--- config.mk ---
export PLATFORM = sky130hd
export DESIGN_NAME = shiftregister_frame_flat
export DESIGN_NICKNAME = d
export VERILOG_FILES = /design/src/rtl/shiftregister_frame_if.sv /design/src/rtl/shiftregister_frame.sv /design/src/flat_wrapper.sv
export SDC_FILE = /design/constraint.sdc
export NUM_CORES = 1
export LEC_CHECK = 0
export BUFFER_PORTS_ARGS = -buffer_cell sky130_fd_sc_hd__buf_4
export CAP_MARGIN = 20
export CORE_MARGIN = 5
export CORE_UTILIZATION = 40
export CTS_BUF_LIST = sky130_fd_sc_hd__clkbuf_4 sky130_fd_sc_hd__clkbuf_8
export DETAILED_ROUTE_END_ITERATION = 8
export PLACE_DENSITY = 0.67
export SLEW_MARGIN = 5
export SYNTH_ARGS = -nofsm -noshare
export SYNTH_HDL_FRONTEND = slang
export SYNTH_SLANG_ARGS = --single-unit
--- constraint.sdc ---
create_clock -name clk -period 2.37 [get_ports clk]
set_input_delay 0.474 -clock clk [delete_from_list [all_inputs] [get_ports clk]]
set_output_delay 0.474 -clock clk [all_outputs]
set_load 0.03 [all_outputs]
--- src/rtl/shiftregister_frame_if.sv ---
// Pin-side bundle of the framed shift register: serial clock/data in,
// mode and parallel word in, register contents, serial bit and frame status out.
interface shiftregister_frame_if #(
    parameter int WIDTH = 8,
    parameter int CNT_W = $clog2(WIDTH + 1)
);
    logic             serialClk;
    logic [1:0]       mode;
    logic [WIDTH-1:0] parallelIn;
    logic             serialIn;
    logic [WIDTH-1:0] parallelOut;
    logic             serialOut;
    logic [CNT_W-1:0] bitCount;
    logic             frameDone;

    modport master (
        output serialClk, mode, parallelIn, serialIn,
        input  parallelOut, serialOut, bitCount, frameDone
    );

    modport slave (
        input  serialClk, mode, parallelIn, serialIn,
        output parallelOut, serialOut, bitCount, frameDone
    );
endinterface

--- src/rtl/shiftregister_frame.sv ---
// Serial/parallel shift register clocked by the system clock; serialClk rising
// edges are detected after synchronisation and counted into WIDTH-bit frames.
module shiftregister_frame #(
    parameter int WIDTH = 8
) (
    input  logic                 clk,
    input  logic                 resetN,
    shiftregister_frame_if.slave bus
);
    localparam int CNT_W = $clog2(WIDTH + 1);

    typedef enum logic [1:0] {
        MODE_HOLD  = 2'b00,
        MODE_LEFT  = 2'b01,
        MODE_RIGHT = 2'b10,
        MODE_PLOAD = 2'b11
    } mode_e;

    mode_e            w_mode;
    logic             r_sc1, r_sc2, r_sc3;
    logic             r_si1, r_si2;
    logic             w_shift;
    logic [WIDTH-1:0] r_data, w_data_nxt;
    logic [CNT_W-1:0] r_cnt, w_cnt_nxt;
    logic             r_sout, w_sout_nxt;
    logic             r_done, w_done_nxt;

    assign w_mode  = mode_e'(bus.mode);
    assign w_shift = r_sc2 & ~r_sc3;

    // Synchroniser stage: serialIn rides one flop behind sc so si2 lines up with the event
    always_ff @(posedge clk or negedge resetN) begin
        if (!resetN) begin
            r_sc1 <= 1'b0;
            r_sc2 <= 1'b0;
            r_sc3 <= 1'b0;
            r_si1 <= 1'b0;
            r_si2 <= 1'b0;
        end else begin
            r_sc1 <= bus.serialClk;
            r_sc2 <= r_sc1;
            r_sc3 <= r_sc2;
            r_si1 <= bus.serialIn;
            r_si2 <= r_si1;
        end
    end

    // Shift/load stage: PLOAD wins over a coincident shift event, which is dropped
    always_comb begin
        w_data_nxt = r_data;
        w_cnt_nxt  = r_cnt;
        w_sout_nxt = r_sout;
        w_done_nxt = 1'b0;
        unique case (w_mode)
            MODE_PLOAD: begin
                w_data_nxt = bus.parallelIn;
                w_cnt_nxt  = '0;
            end
            MODE_LEFT, MODE_RIGHT: begin
                if (w_shift) begin
                    if (w_mode == MODE_LEFT) begin
                        w_data_nxt = {r_data[WIDTH-2:0], r_si2};
                    end else begin
                        w_data_nxt = {r_si2, r_data[WIDTH-1:1]};
                    end
                    if (r_cnt == CNT_W'(WIDTH - 1)) begin
                        w_cnt_nxt  = '0;
                        w_done_nxt = 1'b1;
                    end else begin
                        w_cnt_nxt = r_cnt + CNT_W'(1);
                    end
                end
                w_sout_nxt = (w_mode == MODE_LEFT) ? w_data_nxt[WIDTH-1] : w_data_nxt[0];
            end
            default: begin
                w_data_nxt = r_data;
            end
        endcase
    end

    always_ff @(posedge clk or negedge resetN) begin
        if (!resetN) begin
            r_data <= '0;
            r_cnt  <= '0;
            r_sout <= 1'b0;
            r_done <= 1'b0;
        end else begin
            r_data <= w_data_nxt;
            r_cnt  <= w_cnt_nxt;
            r_sout <= w_sout_nxt;
            r_done <= w_done_nxt;
        end
    end

    assign bus.parallelOut = r_data;
    assign bus.serialOut   = r_sout;
    assign bus.bitCount    = r_cnt;
    assign bus.frameDone   = r_done;
endmodule

--- src/flat_wrapper.sv ---
// flat-port wrapper written by rule: the top's interface ports become plain ports
module shiftregister_frame_flat 
#(
    parameter int WIDTH = 8
)
  (clk, resetN, bus_serialClk, bus_mode, bus_parallelIn, bus_serialIn, bus_parallelOut, bus_serialOut, bus_bitCount, bus_frameDone);
  shiftregister_frame_if #(.WIDTH(WIDTH)) bus_i ();
  input  logic clk;
  input  logic resetN;
  input wire logic [$bits(bus_i.serialClk)-1:0] bus_serialClk;
  input wire logic [$bits(bus_i.mode)-1:0] bus_mode;
  input wire logic [$bits(bus_i.parallelIn)-1:0] bus_parallelIn;
  input wire logic [$bits(bus_i.serialIn)-1:0] bus_serialIn;
  output wire logic [$bits(bus_i.parallelOut)-1:0] bus_parallelOut;
  output wire logic [$bits(bus_i.serialOut)-1:0] bus_serialOut;
  output wire logic [$bits(bus_i.bitCount)-1:0] bus_bitCount;
  output wire logic [$bits(bus_i.frameDone)-1:0] bus_frameDone;
  assign bus_i.serialClk = bus_serialClk;
  assign bus_i.mode = bus_mode;
  assign bus_i.parallelIn = bus_parallelIn;
  assign bus_i.serialIn = bus_serialIn;
  assign bus_parallelOut = bus_i.parallelOut;
  assign bus_serialOut = bus_i.serialOut;
  assign bus_bitCount = bus_i.bitCount;
  assign bus_frameDone = bus_i.frameDone;
  shiftregister_frame #(.WIDTH(WIDTH)) u_core (.clk(clk), .resetN(resetN), .bus(bus_i));
endmodule
**After elaboration in Yosys (flattened, before gate mapping)**

Cells that the tools add are included.

- Logic and storage cells: 31
- Bits in latches: 0
- Memories kept: 0
- Output and inout port bits: 14
- Bits in read-only memories: 0
- Register bits after elaboration: 19
- Bits in writable memories: 0

- Multiply operators: 0
- Mux-type cells: 10
- Div/mod/pow operators: 0
- Shifts and indexed selects: 0
- Equal/unequal tests: 5
- Add/sub/neg operators: 1
- Magnitude comparators: 0
- Reductions and logical operators: 3
- Bitwise gates (word level): 2

Operators with widths:

| kind | number |
|---|---|
| 8-bit 2-to-1 mux | 2 |
| 8-bit one-hot mux with 2 select lines | 1 |
| 4-bit 2-to-1 mux | 2 |
| 4-bit one-hot mux with 2 select lines | 1 |
| 4-bit by 1-bit adder with 4-bit output (second input constant) | 1 |
| 2-bit == test (second input constant) | 2 |
| 4-bit by 3-bit == test with 1-bit output (second input constant) | 1 |
| 1-bit 2-to-1 mux | 4 |
| 2-bit by 1-bit == test with 1-bit output (second input constant) | 1 |
| 2-bit by 1-bit != test with 1-bit output (second input constant) | 1 |
| 2-bit AND reduction | 1 |
| 2-bit nonzero test | 1 |
| 2-bit OR reduction | 1 |
| 1-bit AND | 1 |
| 1-bit NOT | 1 |

**Longest topological paths before layout**

- Word-level depth: 4
- Depth in mapped cells: 7
- Gate-level depth less buffers: 6

**Worst setup path after synthesis**

Ideal clock, no wire load.

- Kind: input port to flip-flop
- Start point: in bus_mode[1]
- End point: reg u_core.r_cnt[2] (netlist: u_core.bus.bitCount[2])
- Arrival: 1.481 ns
- Setup slack: 0.771 ns
- Stages on the path: 7
- Library setup time: 0.118 ns
- Required time: 2.252 ns
- Path buffers: 1
- Cells stage by stage: inv_1 ha_1 nand2b_1 buf_4 nand2_2 o21ai_1 a21o_1

- Cells in the longest elaborated chain, start to end: 4

RTL lines:

| item | RTL line | RTL |
|---|---|---|
| start, declared | flat_wrapper.sv:11 | `input wire logic [$bits(bus_i.mode)-1:0] bus_mode;` |
| 2-bit == test or 2-bit by 1-bit == test with 1-bit output (tied branches) | shiftregister_frame.sv:54 | `unique case (w_mode)` |
| 2-bit OR reduction | shiftregister_frame.sv:54 |  |
| 2-bit by 1-bit != test with 1-bit output (no source line) or 2-bit nonzero test (tied branches) | -- |  |
| 2-bit AND reduction (no source line) | -- |  |
| end signal, assigned | shiftregister_frame.sv:89 | `r_cnt <= w_cnt_nxt;` |
| end, declared | shiftregister_frame.sv:24 | `logic [CNT_W-1:0] r_cnt, w_cnt_nxt;` |

Several ways; a longest one is shown, not always the timed one.
A chain may end at the register's enable or synchronous reset.

**Worst setup path after layout**

- Start point: in bus_mode[0]
- End point: reg u_core.r_cnt[2] (netlist: u_core.bus.bitCount[2])

Same word-level chain as after synthesis.

==> impl_metrics.ini <==
[sta]
final.period_utilization_pct = 70.3
clock_skew_ns = 0.00152
hold-worst-slack_ns = 0.0352
worstMarginPinSlew_ns = 0.453
setup_viol = 0
final.min_clock_period_ns = 1.67
maxClockFrequency_ghz = 0.600
slew_viol_final = 0
max-slew-margin-rel_pct = 69.8
grt_setup_unrepaired = false
timing.setup.tns_ns = 0
finalHoldViolCount = 0

[floorplanning]
num_io_pins = 28
floorplan.die.width_um = 59.3
floorplan.die_area_sq_um = 3520
die_height_um = 59.3
start_util_pct = 42.8
std_cell_rows = 17
core_area_sq_um = 2280

[clocking]
numCtsBuffers = 3
cts_hold_repair.buffers = 0
clk_pin_slew_ns = 0.10
ctsHtreeMaxLevel = 1
postCtsSetupRepairBufs = 0
clock_tree_buffer_depth = 2
tritoncts = built
postCtsResizedCells = 0
cts_num_sinks = 19
insertion_delay_ns = 0.29
ctsRootBufferMaster = sky130_fd_sc_hd__clkbuf_4

[logic_synthesis]
post_synthesis_cell_area_sq_um = 973
yosys.area_share.xor_xnor_pct = 0
yosys.cell_types.count = 30
synth-compound-area-share_pct = 14.0
synth-seq-cells = 19
yosys-mux-area-fraction_pct = 11.2
post_synth_inst_count = 92
synth_nets = 111
ys_seq_area_share_pct = 48.8
synthDominantCellAreaShare_pct = 48.8
netlist.top_cell.by_area = sky130_fd_sc_hd__dfrtp_1
post_synth_fa_ha_maj_area_fraction_pct = 6.43
largest_family_of_logic_cells_by_synthesized_area = simple AND/OR/NAND/NOR gates
post_synth.cell_area_avg_sq_um = 10.6
yosysWarningCount = 0
yosys-top-cells-area = sky130_fd_sc_hd__dfrtp_1 49%, sky130_fd_sc_hd__ha_1 6.4%, sky130_fd_sc_hd__mux2i_1 6.2%
post_synth_and_or_nand_nor_area_fraction_pct = 15.6

[cells_and_area]
layout-area-overhead-vs-synth_pct = 25.4
drive_gt1_share_pct = 32.5
layout.cell_area.non_filler_sq_um = 1220
layout.core_utilization_pct = 53.7
antennaDiodeCount = 0
nNetsFinal = 140

[global_route]
grt_pass1_wl_mm = 3.51
overflow = 0
grt_antenna_before_repair = 0
first_global_vias = 797
grt.total_usage_pct = 13.1
grt_start_max_net_pins = 20

[critical_path]
r2r_cells = 4
cp_data_arrival_time_ns = 1.85
crit_path_start_kind = input pin
wp_data_required_ns = 2.56
critPathCaptureType = flip-flop
critical_path_class = input pin to flip-flop
path_max_fanout = 9

[flow_run]
max_cap_viol_count = 0

[status]
run_status = completed

[drt]
drt-initial-drc-count = 22
wirelength_mm = 2.04
drc = 0
detailed_router_iteration_count_before_antenna_repair = 4
drtAntennaViolNets = 0
dr_total_vias = 776
routed_via_density = 5.24
final_routed_wire_length_divided_by_cell_count_um = 13.8

[pwr]
power.static_leakage_nw = 0.600
design_power_total_w = 0.000961
irDropWorstVdd_v = 0.000428
power.density_nw_per_um2 = 787

[placed_design]
global_placement_routability_congestion = 0.836
placed_area_sq_um = 1190
port-buffer-count = 27
detailed_placer_s_ending_hpwl_mm = 1.56

[min_path]
min-delay-path-class = input pin to asynchronous set/reset pin
sequential cells by signal, summed over array words and instances, names as in the netlist:
register	cells
u_core.r_sc2	1
u_core.r_sc3	1
u_core.r_si1	1
u_core.r_sc1	1
u_core.bus.parallelOut	8
u_core.r_si2	1
u_core.bus.bitCount	4
u_core.bus.serialOut	1
u_core.bus.frameDone	1
metal layers:
metal	track usage, %	routed length [um]	vias to the layer above
li1	-	-	378
met5	0	0	-
met4	6.15	23	0
met2	20.6	945	24
met3	3.05	121	4
met1	16.8	950	370
worst max-delay path: stages:
cell	delay [ns]
sky130_fd_sc_hd__buf_4	0.10
sky130_fd_sc_hd__inv_1	0.04
sky130_fd_sc_hd__ha_1	0.37
sky130_fd_sc_hd__nand2b_1	0.38
sky130_fd_sc_hd__nand2_2	0.23
sky130_fd_sc_hd__o21ai_1	0.08
sky130_fd_sc_hd__a21o_1	0.18
area by class of cell:
class	count	area, sq um
Sequential cell	19	475
Inverter	5	18.8
Fill cell	196	1050
Tap cell	28	35.0
Multi-Input combinational cell	65	459
Timing Repair Buffer	27	203
Clock buffer	4	30.0
cells by family after synthesis:
group | after synthesis
mux | 10
compound gates | 22
buf+inv | 8
fa+ha+maj | 5
simple gates | 28
flops | 19
layout by cell type, fill, tap and decap left out, types with 2 or more instances in the layout:
cell                       netlist  layout
sky130_fd_sc_hd__buf_4           2      27
sky130_fd_sc_hd__dfrtp_1        19      19
sky130_fd_sc_hd__nor2_1          8       8
sky130_fd_sc_hd__a21oi_1         8       8
sky130_fd_sc_hd__mux2i_1         6       6
sky130_fd_sc_hd__inv_1           5       5
sky130_fd_sc_hd__nand2_1         5       5
sky130_fd_sc_hd__ha_1            5       5
sky130_fd_sc_hd__nor2b_1         4       4
sky130_fd_sc_hd__clkbuf_4        0       4
sky130_fd_sc_hd__mux2_2          3       3
sky130_fd_sc_hd__o22ai_1         3       3
sky130_fd_sc_hd__a211oi_1        3       3
sky130_fd_sc_hd__nand2b_1        2       2
sky130_fd_sc_hd__o21ai_0         2       2
sky130_fd_sc_hd__nand3_1         2       2
metrics by stage:
stage               cells  setup slack (ns)
floorplan              92             0.771
CTS                   148             0.703
detailed placement    144             0.390
finish                148             0.704
global placement      144             0.466
global route          148             0.645
worst paths after layout:
| kind | startpoint | to | slack, ns |
|---|---|---|---|
| setup / recovery | bus_mode[0] | u_core.bus.bitCount[2] | 0.70 |
| hold / removal | resetN | u_core.bus.parallelOut[4] | 0.04 |
| setup reg to reg | u_core.r_sc3 | u_core.bus.bitCount[2] | 0.94 |
| hold reg to reg | u_core.r_sc1 | u_core.r_sc2 | 0.36 |
| max in group asynchronous | resetN | u_core.r_sc3 | 2.13 |
| min in group clk | bus_serialClk | u_core.r_sc1 | 0.28 |
cells in the mapped netlist (all sizes together):
| library cell | instances |
|---|---|
| a211oi | 3 |
| buf | 3 |
| nor2 | 8 |
| nand2 | 6 |
| o21ai | 3 |
| nor2b | 4 |
| nand2b | 2 |
| and2b | 2 |
| nand3 | 2 |
| a22o | 1 |
| a21o | 1 |
| and3 | 1 |
| o31ai | 1 |
| nand3b | 1 |
| mux2 | 4 |
| inv | 5 |
| o2bb2ai | 1 |
| a21oi | 8 |
| mux2i | 6 |
| nor3 | 2 |
| ha | 5 |
| dfrtp | 19 |
| o211ai | 1 |
| o22ai | 3 |
power breakdown:
part | total, W | internal, W | switching (W) | leakage, nW
Combinational | 0.000351 | 0.000150 | 0.000200 | 0.354
Clock | 0.000172 | 0.0000768 | 0.0000951 | 0.0184
Sequential | 0.000438 | 0.000378 | 0.0000600 | 0.228
Total | 0.000961 | 0.000605 | 0.000356 | 0.600
(Power assumes the default switching activity.)
